## src/rtl/fib_seq_ctrl_if.sv

```systemverilog
// Handshake bundle between a requester and the Fibonacci sequencing controller.
// The requester drives start/abort/n and watches the status and result lines.
interface fib_seq_ctrl_if #(
  parameter int WIDTH = 8,
  parameter int N_W   = 5
);
  logic             start;
  logic             abort;
  logic [N_W-1:0]   n;
  logic             busy;
  logic             done;
  logic [WIDTH-1:0] result;
  logic             ovf;
  logic [N_W-1:0]   idx;

  modport master (
    output start, abort, n,
    input  busy, done, result, ovf, idx
  );

  modport slave (
    input  start, abort, n,
    output busy, done, result, ovf, idx
  );
endinterface

```

## src/rtl/fib_seq_ctrl.sv

```systemverilog
// Fibonacci sequencing controller: clears the (a,b) register pair to (0,1),
// steps it exactly n times and then freezes, presenting F(n) on result with a
// sticky overflow flag. Optional macro FIB_SAT_EN saturates an overflowed
// result to all-ones instead of returning the wrapped low bits.
module fib_seq_ctrl #(
  parameter int WIDTH = 8,
  parameter int N_W   = 5
) (
  input  logic        clk,
  input  logic        rst,
  fib_seq_ctrl_if.slave bus
);

  typedef enum logic [1:0] {
    IDLE = 2'd0,
    RUN  = 2'd1,
    DONE = 2'd2
  } state_t;

  state_t           state;
  state_t           state_nxt;

  logic [WIDTH-1:0] a;
  logic [WIDTH-1:0] b;
  logic             a_ovf;
  logic             b_ovf;
  logic [N_W-1:0]   idx;
  logic [N_W-1:0]   n_lat;
  logic [WIDTH-1:0] result;
  logic             ovf;

  logic [WIDTH:0]   sum;
  logic             accept;
  logic             step;
  logic             finish;

  // The extra top bit of the sum is the adder carry-out used for overflow.
  assign sum = {1'b0, a} + {1'b0, b};

  // State register.
  always_ff @(posedge clk or posedge rst) begin
    if (rst) begin
      state <= IDLE;
    end else begin
      state <= state_nxt;
    end
  end

  // Next state and datapath strobes; abort overrides everything else.
  always_comb begin
    state_nxt = state;
    accept    = 1'b0;
    step      = 1'b0;
    finish    = 1'b0;
    if (bus.abort) begin
      state_nxt = IDLE;
    end else begin
      case (state)
        IDLE: begin
          if (bus.start) begin
            accept    = 1'b1;
            state_nxt = RUN;
          end
        end
        RUN: begin
          if (idx == n_lat) begin
            finish    = 1'b1;
            state_nxt = DONE;
          end else begin
            step = 1'b1;
          end
        end
        DONE: begin
          if (bus.start) begin
            accept    = 1'b1;
            state_nxt = RUN;
          end
        end
        default: state_nxt = IDLE;
      endcase
    end
  end

  // Register pair, step counter and the frozen result. The finishing edge
  // leaves a/b untouched so a late carry into b cannot taint F(n) held in a.
  always_ff @(posedge clk or posedge rst) begin
    if (rst) begin
      a      <= '0;
      b      <= WIDTH'(1);
      a_ovf  <= 1'b0;
      b_ovf  <= 1'b0;
      idx    <= '0;
      n_lat  <= '0;
      result <= '0;
      ovf    <= 1'b0;
    end else if (accept) begin
      n_lat <= bus.n;
      a     <= '0;
      b     <= WIDTH'(1);
      a_ovf <= 1'b0;
      b_ovf <= 1'b0;
      idx   <= '0;
    end else if (step) begin
      a     <= b;
      a_ovf <= b_ovf;
      b     <= sum[WIDTH-1:0];
      b_ovf <= a_ovf | b_ovf | sum[WIDTH];
      idx   <= idx + N_W'(1);
    end else if (finish) begin
`ifdef FIB_SAT_EN
      result <= a_ovf ? '1 : a;
`else
      result <= a;
`endif
      ovf <= a_ovf;
    end
  end

  assign bus.busy   = (state == RUN);
  assign bus.done   = (state == DONE);
  assign bus.result = result;
  assign bus.ovf    = ovf;
  assign bus.idx    = idx;

endmodule

```

## src/flat_wrapper.sv

```systemverilog
// flat-port wrapper written by rule: the top's interface ports become plain ports
module fib_seq_ctrl_flat 
#(
  parameter int WIDTH = 8,
  parameter int N_W   = 5
)
  (clk, rst, bus_start, bus_abort, bus_n, bus_busy, bus_done, bus_result, bus_ovf, bus_idx);
  fib_seq_ctrl_if #(.WIDTH(WIDTH), .N_W(N_W)) bus_i ();
  input  logic clk;
  input  logic rst;
  input wire logic [$bits(bus_i.start)-1:0] bus_start;
  input wire logic [$bits(bus_i.abort)-1:0] bus_abort;
  input wire logic [$bits(bus_i.n)-1:0] bus_n;
  output wire logic [$bits(bus_i.busy)-1:0] bus_busy;
  output wire logic [$bits(bus_i.done)-1:0] bus_done;
  output wire logic [$bits(bus_i.result)-1:0] bus_result;
  output wire logic [$bits(bus_i.ovf)-1:0] bus_ovf;
  output wire logic [$bits(bus_i.idx)-1:0] bus_idx;
  assign bus_i.start = bus_start;
  assign bus_i.abort = bus_abort;
  assign bus_i.n = bus_n;
  assign bus_busy = bus_i.busy;
  assign bus_done = bus_i.done;
  assign bus_result = bus_i.result;
  assign bus_ovf = bus_i.ovf;
  assign bus_idx = bus_i.idx;
  fib_seq_ctrl #(.WIDTH(WIDTH), .N_W(N_W)) u_core (.clk(clk), .rst(rst), .bus(bus_i));
endmodule
```

## config.mk

```make
export PLATFORM = sky130hd
export DESIGN_NAME = fib_seq_ctrl_flat
export DESIGN_NICKNAME = d
export VERILOG_FILES = /design/src/rtl/fib_seq_ctrl_if.sv /design/src/rtl/fib_seq_ctrl.sv /design/src/flat_wrapper.sv
export SDC_FILE = /design/constraint.sdc
export NUM_CORES = 1
export LEC_CHECK = 0
export CORE_AREA = 2 2 66 68
export CTS_CLUSTER_SIZE = 16
export DETAILED_ROUTE_END_ITERATION = 10
export DIE_AREA = 0 0 68 70
export GPL_TIMING_DRIVEN = 0
export PLACE_DENSITY = 0.72
export SLEW_MARGIN = 20
export SYNTH_ARGS = -nofsm -noshare
export SYNTH_HDL_FRONTEND = slang
export SYNTH_SLANG_ARGS = --single-unit
```

## constraint.sdc

```tcl
create_clock -name clk -period 2.55 [get_ports clk]
set_input_delay 0.51 -clock clk [delete_from_list [all_inputs] [get_ports clk]]
set_output_delay 0.51 -clock clk [all_outputs]
set_load 0.02 [all_outputs]
```

## Word level (Yosys, flattened, before mapping)

Index checks and enable logic that the tools add are counted.

| storage, ports and cells | value |
|---|---|
| bits in registers | 39 |
| input bits | 9 |
| output and inout port bits | 16 |
| word-level logic and storage cells | 48 |

| operators by class | value |
|---|---|
| add/sub/neg operators | 2 |
| equal/unequal tests | 5 |
| multiplexer cells | 23 |
| bitwise logic cells | 4 |
| reduce and logical (&&, ||, !) cells | 5 |

Operator list:

| operator | count |
|---|---|
| $mux W8 | 4 |
| $mux W1 | 13 |
| $mux W5 | 2 |
| $add A8 B8 Y9 | 1 |
| $mux W2 | 3 |
| $add A5 B1 Y5 const B | 1 |
| $eq A5 B5 Y1 | 1 |
| $pmux W2 S2 | 1 |
| $ne A3 B1 Y1 const B | 1 |
| $ne A3 B2 Y1 const B | 1 |
| $reduce_and A3 Y1 | 1 |
| $eq A2 B1 Y1 const B | 1 |
| $eq A2 B2 Y1 const B | 1 |
| $logic_not A2 Y1 | 1 |
| $not A1 Y1 | 2 |
| $or A1 B1 Y1 | 2 |
| $reduce_and A2 Y1 | 1 |
| $reduce_bool A2 Y1 | 1 |
| $reduce_or A2 Y1 | 1 |

## Depth between registers and ports, before layout

Gate-level depths: netlist of run 1.

| logic depth | value |
|---|---|
| depth after elaboration | 6 |
| depth in mapped cells | 8 |
| mapped depth without buffers | 8 |

## Least setup slack after synthesis of run 1

No wires, ideal clock.

| timing | value |
|---|---|
| path type | reg2reg |
| from | register u_core.b[0] |
| to | register u_core.b[6] |
| setup time | 0.118 ns |
| arrival time | 1.764 ns |
| required time | 2.432 ns |
| slack | 0.668 ns |
| cell stages (with the launch flop) | 9 |
| buffers on the path | 0 |
| clock period less this slack | 1.882 ns |
| cell sequence | dfstp_2 > ha_1 > inv_1 > fa_1 > nor2b_1 > o31a_1 > o21ba_2 > a21oi_1 > a21o_1 |

| on the way | value |
|---|---|
| cells in the longest elaborated chain, start to end | 3 |

Ends and longest elaborated chain:

| element | line | text |
|---|---|---|
| start: declaration | fib_seq_ctrl.sv:24 | `logic [WIDTH-1:0] b;` |
| start signal: assignment | fib_seq_ctrl.sv:106 | `b <= sum[WIDTH-1:0];` |
| $add A8 B8 Y9 | fib_seq_ctrl.sv:38 | `assign sum = {1'b0, a} + {1'b0, b};` |
| $mux W8 | fib_seq_ctrl.sv:103 | `end else if (step) begin` |
| $mux W8 | fib_seq_ctrl.sv:96 | `end else if (accept) begin` |

Every way passes these cells. The select of a mux whose other input is x is not followed.
A chain may end at the register's enable or synchronous reset.

## Worst setup path in the final report of run 1

Ends and elaborated chain as after synthesis.

==> flow_metrics.tcl, run 1 <==
set metrics [dict create \
    grt_util_all_layers_pct 18.7 \
    synth_top_area_cell "dfrtp_1" \
    post_cts_buffers 0 \
    synth.distinct_cells 37 \
    final_core_util_pct 58.5 \
    dpl.hpwl_um 2720 \
    fin_nets 233 \
    die_h_um 70 \
    cp-endpoint "u_core.b[6]" \
    totalPowerFinal_uw 1830 \
    maxCapViolations 0 \
    hold_path.class "flop to flop" \
    timing.rr.start "u_core.b[0]" \
    layout_commonest_cell "dfrtp_1" \
    pwr-share-clk_pct 28.8 \
    report.final.slew_viol_count 0 \
    first_pass_iters 4 \
    r2r_slack_ns 0.46 \
    crit_start "u_core.b[0]" \
    grt_pass1_wl_um 6670 \
    max_slew_margin_pct 67.0 \
    viasPerCell 5.25 \
    p_sw_uw 564 \
    ys_top_cells_by_area "dfrtp_1 (48%), nand2_1 (6.7%), ha_1 (5.7%)" \
    die_w_um 68 \
    syn-cell-area_sq_um 1970 \
    cts_tree "built" \
    fin_ws_ns 0.459 \
    final.min_clock_period_ns 2.09 \
    arrival_ns 2.27 \
    cts_hold_buf 0 \
    finalCritPeriodShare_pct 82.0 \
    grt_max_degree 22 \
    antenna_found_initial 0 \
    cts_sinks 39 \
    switching_share_pct 30.8 \
    syn_nets 201 \
    setup_viol 0 \
    yosysSeqAreaShare_pct 49.5 \
    synthesis.instances 182 \
    intPower_uw 1270 \
    grt_pass1_vias 1423 \
    num_antenna_cells 0 \
    hold_viol_final 0 \
    cts_buffers 5 \
    final_cell_mix "dfrtp_1 (38), nand2_1 (35), clkdlybuf4s50_1 (24)" \
    fin_skew_ns 0.00818 \
    start_util_pct 47.6 \
    worst_ep_required_time_ns 2.73 \
    cts_htree_levels 2 \
    syn_to_final_growth_pct 22.8 \
    status "completed" \
    leakage_uw 0.00115 \
    timing.rr.end "u_core.b[6]" \
    finalSetupTns_ns 0 \
    wl_per_cell_um 14.4 \
    powerDensity_nw_per_um2 757 \
    io_buffers 24 \
    num_io_pins 25 \
    synth_warnings 0 \
    rows 24 \
    gr-total-overflow 0 \
    ff2ff_path_depth 8 \
    drc 0 \
    clockBufferDepth 2 \
    start_kind "flop" \
    rsz0062_at_grt "false" \
    yosysTopAreaCellShare_pct 48.2 \
    timing.fmax_mhz 478 \
    critical_path_class "flop to flop" \
    synth-edff-count 0 \
    worstMarginPinSlew_ns 0.495 \
    synth_seq_cells 39 \
    peakVddDrop_mv 0.500 \
    pre_cts_ws_ns 0.403 \
    ys_async_sr_fraction_pct 100 \
    synth_flop_cell "dfrtp_1" \
    clk_latency_ns 0.29 \
    drive_above_1_share_pct 15.8 \
    cts-root-buf "clkbuf_8" \
    vias 1401 \
    place.gp.congestion 0.781 \
    antenna_left 0 \
    drt_iter0_markers 130 \
    combPwrFrac_pct 27.1 \
    core_sq_um 4140 \
    die-area_sq_um 4760 \
    crit_fanout 3 \
    synth_area_per_cell_sq_um 10.8 \
    cts_resized 0 \
    routed_wl_um 3840 \
    cts.clk_slew.worst_paths_ns 0.07 \
    p_seq_share_pct 44.1 \
    cp-end-kind "flop" \
]
==> metrics by stage <==
stage | cell area (sq um) | cells | hold slack (ns)
2_1_floorplan | 1970 | 182 | 0.470
3_3_place_gp | 2280 | 258 | 0.460
3_5_place_dp | 2310 | 259 | 0.500
4_1_cts | 2420 | 267 | 0.513
5_1_grt | 2420 | 267 | 0.533
6_report | 2420 | 267 | 0.501
==> logic make-up (layout without fill, tap and decap cells) <==
logic type               Yosys count  after routing  share of synthesized area [%]
flip-flops                        39             39                           49.5
XOR/XNOR                           8              8                           3.55
adder cells (fa/ha/maj)           10             10                           6.72
AND/OR/NAND/NOR                   54             54                           12.1
buffers and inverters             12             45                           3.36
AO/OA/AOI/OAI                     38             38                           11.9
multiplexers                      21             21                           12.8
==> layout make-up <==
type | count | area (sq um)
fillers | 342 | 1720
flip-flops and latches | 39 | 977
multi-input cells | 131 | 930
repair buffers | 25 | 268
clock buffers | 6 | 82.6
well taps | 52 | 65.1
plain buffers | 6 | 43.8
clock inverters | 2 | 35.0
inverters | 6 | 22.5
==> synth_stat cells (2+ instances only) <==
| library cell | count |
|---|---|
| dfrtp_1 | 38 |
| nand2_1 | 35 |
| o21ai_0 | 16 |
| ha_1 | 9 |
| mux2i_1 | 8 |
| mux2_4 | 7 |
| nor2_1 | 7 |
| xor2_1 | 7 |
| a21oi_1 | 6 |
| inv_1 | 6 |
| mux2_2 | 6 |
| o21ai_1 | 5 |
| nor3_1 | 3 |
| a21o_1 | 2 |
| and2b_1 | 2 |
| buf_2 | 2 |
| buf_6 | 2 |
| nand4_1 | 2 |
==> worst min path at each step <==
stage	startpoint	endpoint	slack [ns]	cells after the start
finish	u_core.bus.result[1]	u_core.bus.result[1]	0.50	2
global route	u_core.state[0]	u_core.state[1]	0.53	1
CTS	u_core.state[0]	u_core.state[1]	0.51	1
detailed placement	u_core.b[5]	u_core.a[5]	0.50	2
global placement	u_core.bus.result[1]	u_core.bus.result[1]	0.46	2
floorplan	u_core.state[0]	u_core.state[1]	0.47	1
==> critical path, stage by stage, from the launching register on <==
cell     delay [ns]
dfstp_2        0.55
ha_1           0.21
inv_1          0.07
fa_1           0.41
nor2b_1        0.17
o31a_1         0.19
o21ba_2        0.17
a21oi_1        0.04
a21o_1         0.18
==> sequential cells by signal (all words and copies together) (netlist names) <==
signal	count
u_core.n_lat	5
u_core.b_ovf	1
u_core.b	8
u_core.bus.ovf	1
u_core.a	8
u_core.bus.result	8
u_core.a_ovf	1
u_core.state	2
u_core.bus.idx	5
==> power by group through the flow <==
| stage | combinational [uW] | sequential (uW) | clock, uW |
|---|---|---|---|
| after floorplan | 318 | 830 | 0 |
| after global placement | 477 | 815 | 0 |
| after detailed placement | 492 | 822 | 0 |
| after CTS | 501 | 810 | 543 |
| after global routing | 558 | 820 | 581 |
| final | 497 | 809 | 529 |
==> metal layers <==
layer | wire, um | vias up | GRT usage [%]
met5 | 0 | - | 0
met4 | 43 | 0 | 5.33
met3 | 146 | 4 | 4.83
met2 | 1810 | 25 | 27.9
met1 | 1840 | 682 | 26.8
li1 | - | 690 | -
No activity file was read; power rests on OpenSTA's default activity.
==> run 2: changes to the inputs <==
==> constraint.sdc (replaced) <==
create_clock -name clk -period 2.1 [get_ports clk]
set_input_delay 0.42 -clock clk [delete_from_list [all_inputs] [get_ports clk]]
set_output_delay 0.42 -clock clk [all_outputs]
set_load 0.02 [all_outputs]
==> flow_metrics.tcl, run 2 (synthesis results as in run 1) <==
set metrics [dict create \
    status "completed" \
    powerDensity_nw_per_um2 924 \
    first_pass_iters 4 \
    cts-root-buf "clkbuf_8" \
    timing.fmax_mhz 512 \
    rsz0062_at_grt "false" \
    die-area_sq_um 4760 \
    syn_to_final_growth_pct 23.7 \
    grt_pass1_wl_um 6670 \
    layout_commonest_cell "dfrtp_1" \
    dpl.hpwl_um 2720 \
    finalCritPeriodShare_pct 93.0 \
    rows 24 \
    worst_ep_required_time_ns 2.28 \
    report.final.slew_viol_count 0 \
    core_sq_um 4140 \
    maxCapViolations 0 \
    die_w_um 68 \
    fin_nets 233 \
    cts_buffers 5 \
    start_util_pct 47.6 \
    drt_iter0_markers 125 \
    leakage_uw 0.00115 \
    worstMarginPinSlew_ns 0.491 \
    viasPerCell 5.27 \
    hold_viol_final 0 \
    grt_util_all_layers_pct 18.7 \
    start_kind "flop" \
    arrival_ns 2.13 \
    grt_pass1_vias 1423 \
    routed_wl_um 3800 \
    gr-total-overflow 0 \
    post_cts_buffers 0 \
    fin_skew_ns 0.00609 \
    antenna_left 0 \
    num_io_pins 25 \
    critical_path_class "flop to flop" \
    clockBufferDepth 2 \
    cts_htree_levels 2 \
    cts_resized 0 \
    cts.clk_slew.worst_paths_ns 0.07 \
    top_regs "u_core.a: 8 flops, u_core.b: 8 flops, u_core.bus.result: 8 flops" \
    grt_max_degree 22 \
    clk_latency_ns 0.29 \
    io_buffers 24 \
    cts_sinks 39 \
    die_h_um 70 \
    cts_tree "built" \
    final.min_clock_period_ns 1.95 \
    crit_fanout 3 \
    cp-end-kind "flop" \
    wl_per_cell_um 14.2 \
    num_antenna_cells 0 \
    vias 1407 \
    setup_viol 0 \
    timing.hold.ws_ns 0.451 \
    drc 0 \
    drive_above_1_share_pct 17.2 \
    cts_hold_buf 0 \
    hold_path.class "primary input to async pin" \
    peakVddDrop_mv 0.608 \
    place.gp.congestion 0.781 \
    final_cell_mix "dfrtp_1 (38), nand2_1 (35), clkdlybuf4s50_1 (24)" \
    max_slew_margin_pct 67.3 \
    finalSetupTns_ns 0 \
    antenna_found_initial 0 \
]
run 2: cell counts in the layout (fill, tap and decap cells not counted):
Identical to the previous run, type by type.
run 2: area by class of cell:
type	count	area [sq um]
Buffer	6	43.8
Sequential cell	39	977
Timing Repair Buffer	25	268
Fill cell	341	1700
Multi-Input combinational cell	131	947
Tap cell	52	65.1
Clock buffer	6	82.6
Inverter	6	22.5
Clock inverter	2	35.0
run 2: layer usage:
layer	global-route usage, %	up-vias	share of wire (%)
met5	0	-	0
met4	5.33	0	1.1
met3	4.83	4	4.5
met2	27.9	32	47
met1	26.8	680	47
li1	-	691	-
run 2: worst max-delay path: stages, from the launching register on:
cell and delay (ns):
dfstp_2 0.57, ha_4 0.15, inv_1 0.05, fa_2 0.36, nor2b_2 0.13, o31a_1 0.19
o21ba_2 0.17, a21oi_1 0.04, a21o_1 0.18
run 2: per-stage QoR:
stage / std cells / total power [uW] / instance area [sq um] / util (%) / setup slack [ns]
finish: 267 / 2250 / 2440 / 58.9 / 0.148
global route: 267 / 2410 / 2440 / 58.9 / 0.0258
CTS: 267 / 2250 / 2420 / 58.5 / 0.0176
detailed placement: 259 / 1600 / 2310 / 55.6 / 0.0423
global placement: 258 / 1570 / 2280 / 55.0 / -0.0525
floorplan: 182 / 1390 / 1970 / - / 0.218
run 2: where the power goes:
group	switching, uW	total, uW	internal, uW
Combinational	319	624	305
Clock	257	641	384
Sequential	118	990	872
Total	694	2250	1560
run 2: worst paths after layout:
path / slack [ns] / cells after the start / to / startpoint
max: 0.15 / 8 / u_core.b[6] / u_core.b[0]
min: 0.45 / 2 / u_core.n_lat[0] / rst
max reg2reg: 0.15 / 8 / u_core.b[6] / u_core.b[0]
min reg2reg: 0.50 / 2 / u_core.bus.result[1] / u_core.bus.result[1]
max in group asynchronous: 1.12 / 3 / u_core.b[0] / rst
min in group clk: 0.50 / 2 / u_core.bus.result[1] / u_core.bus.result[1]
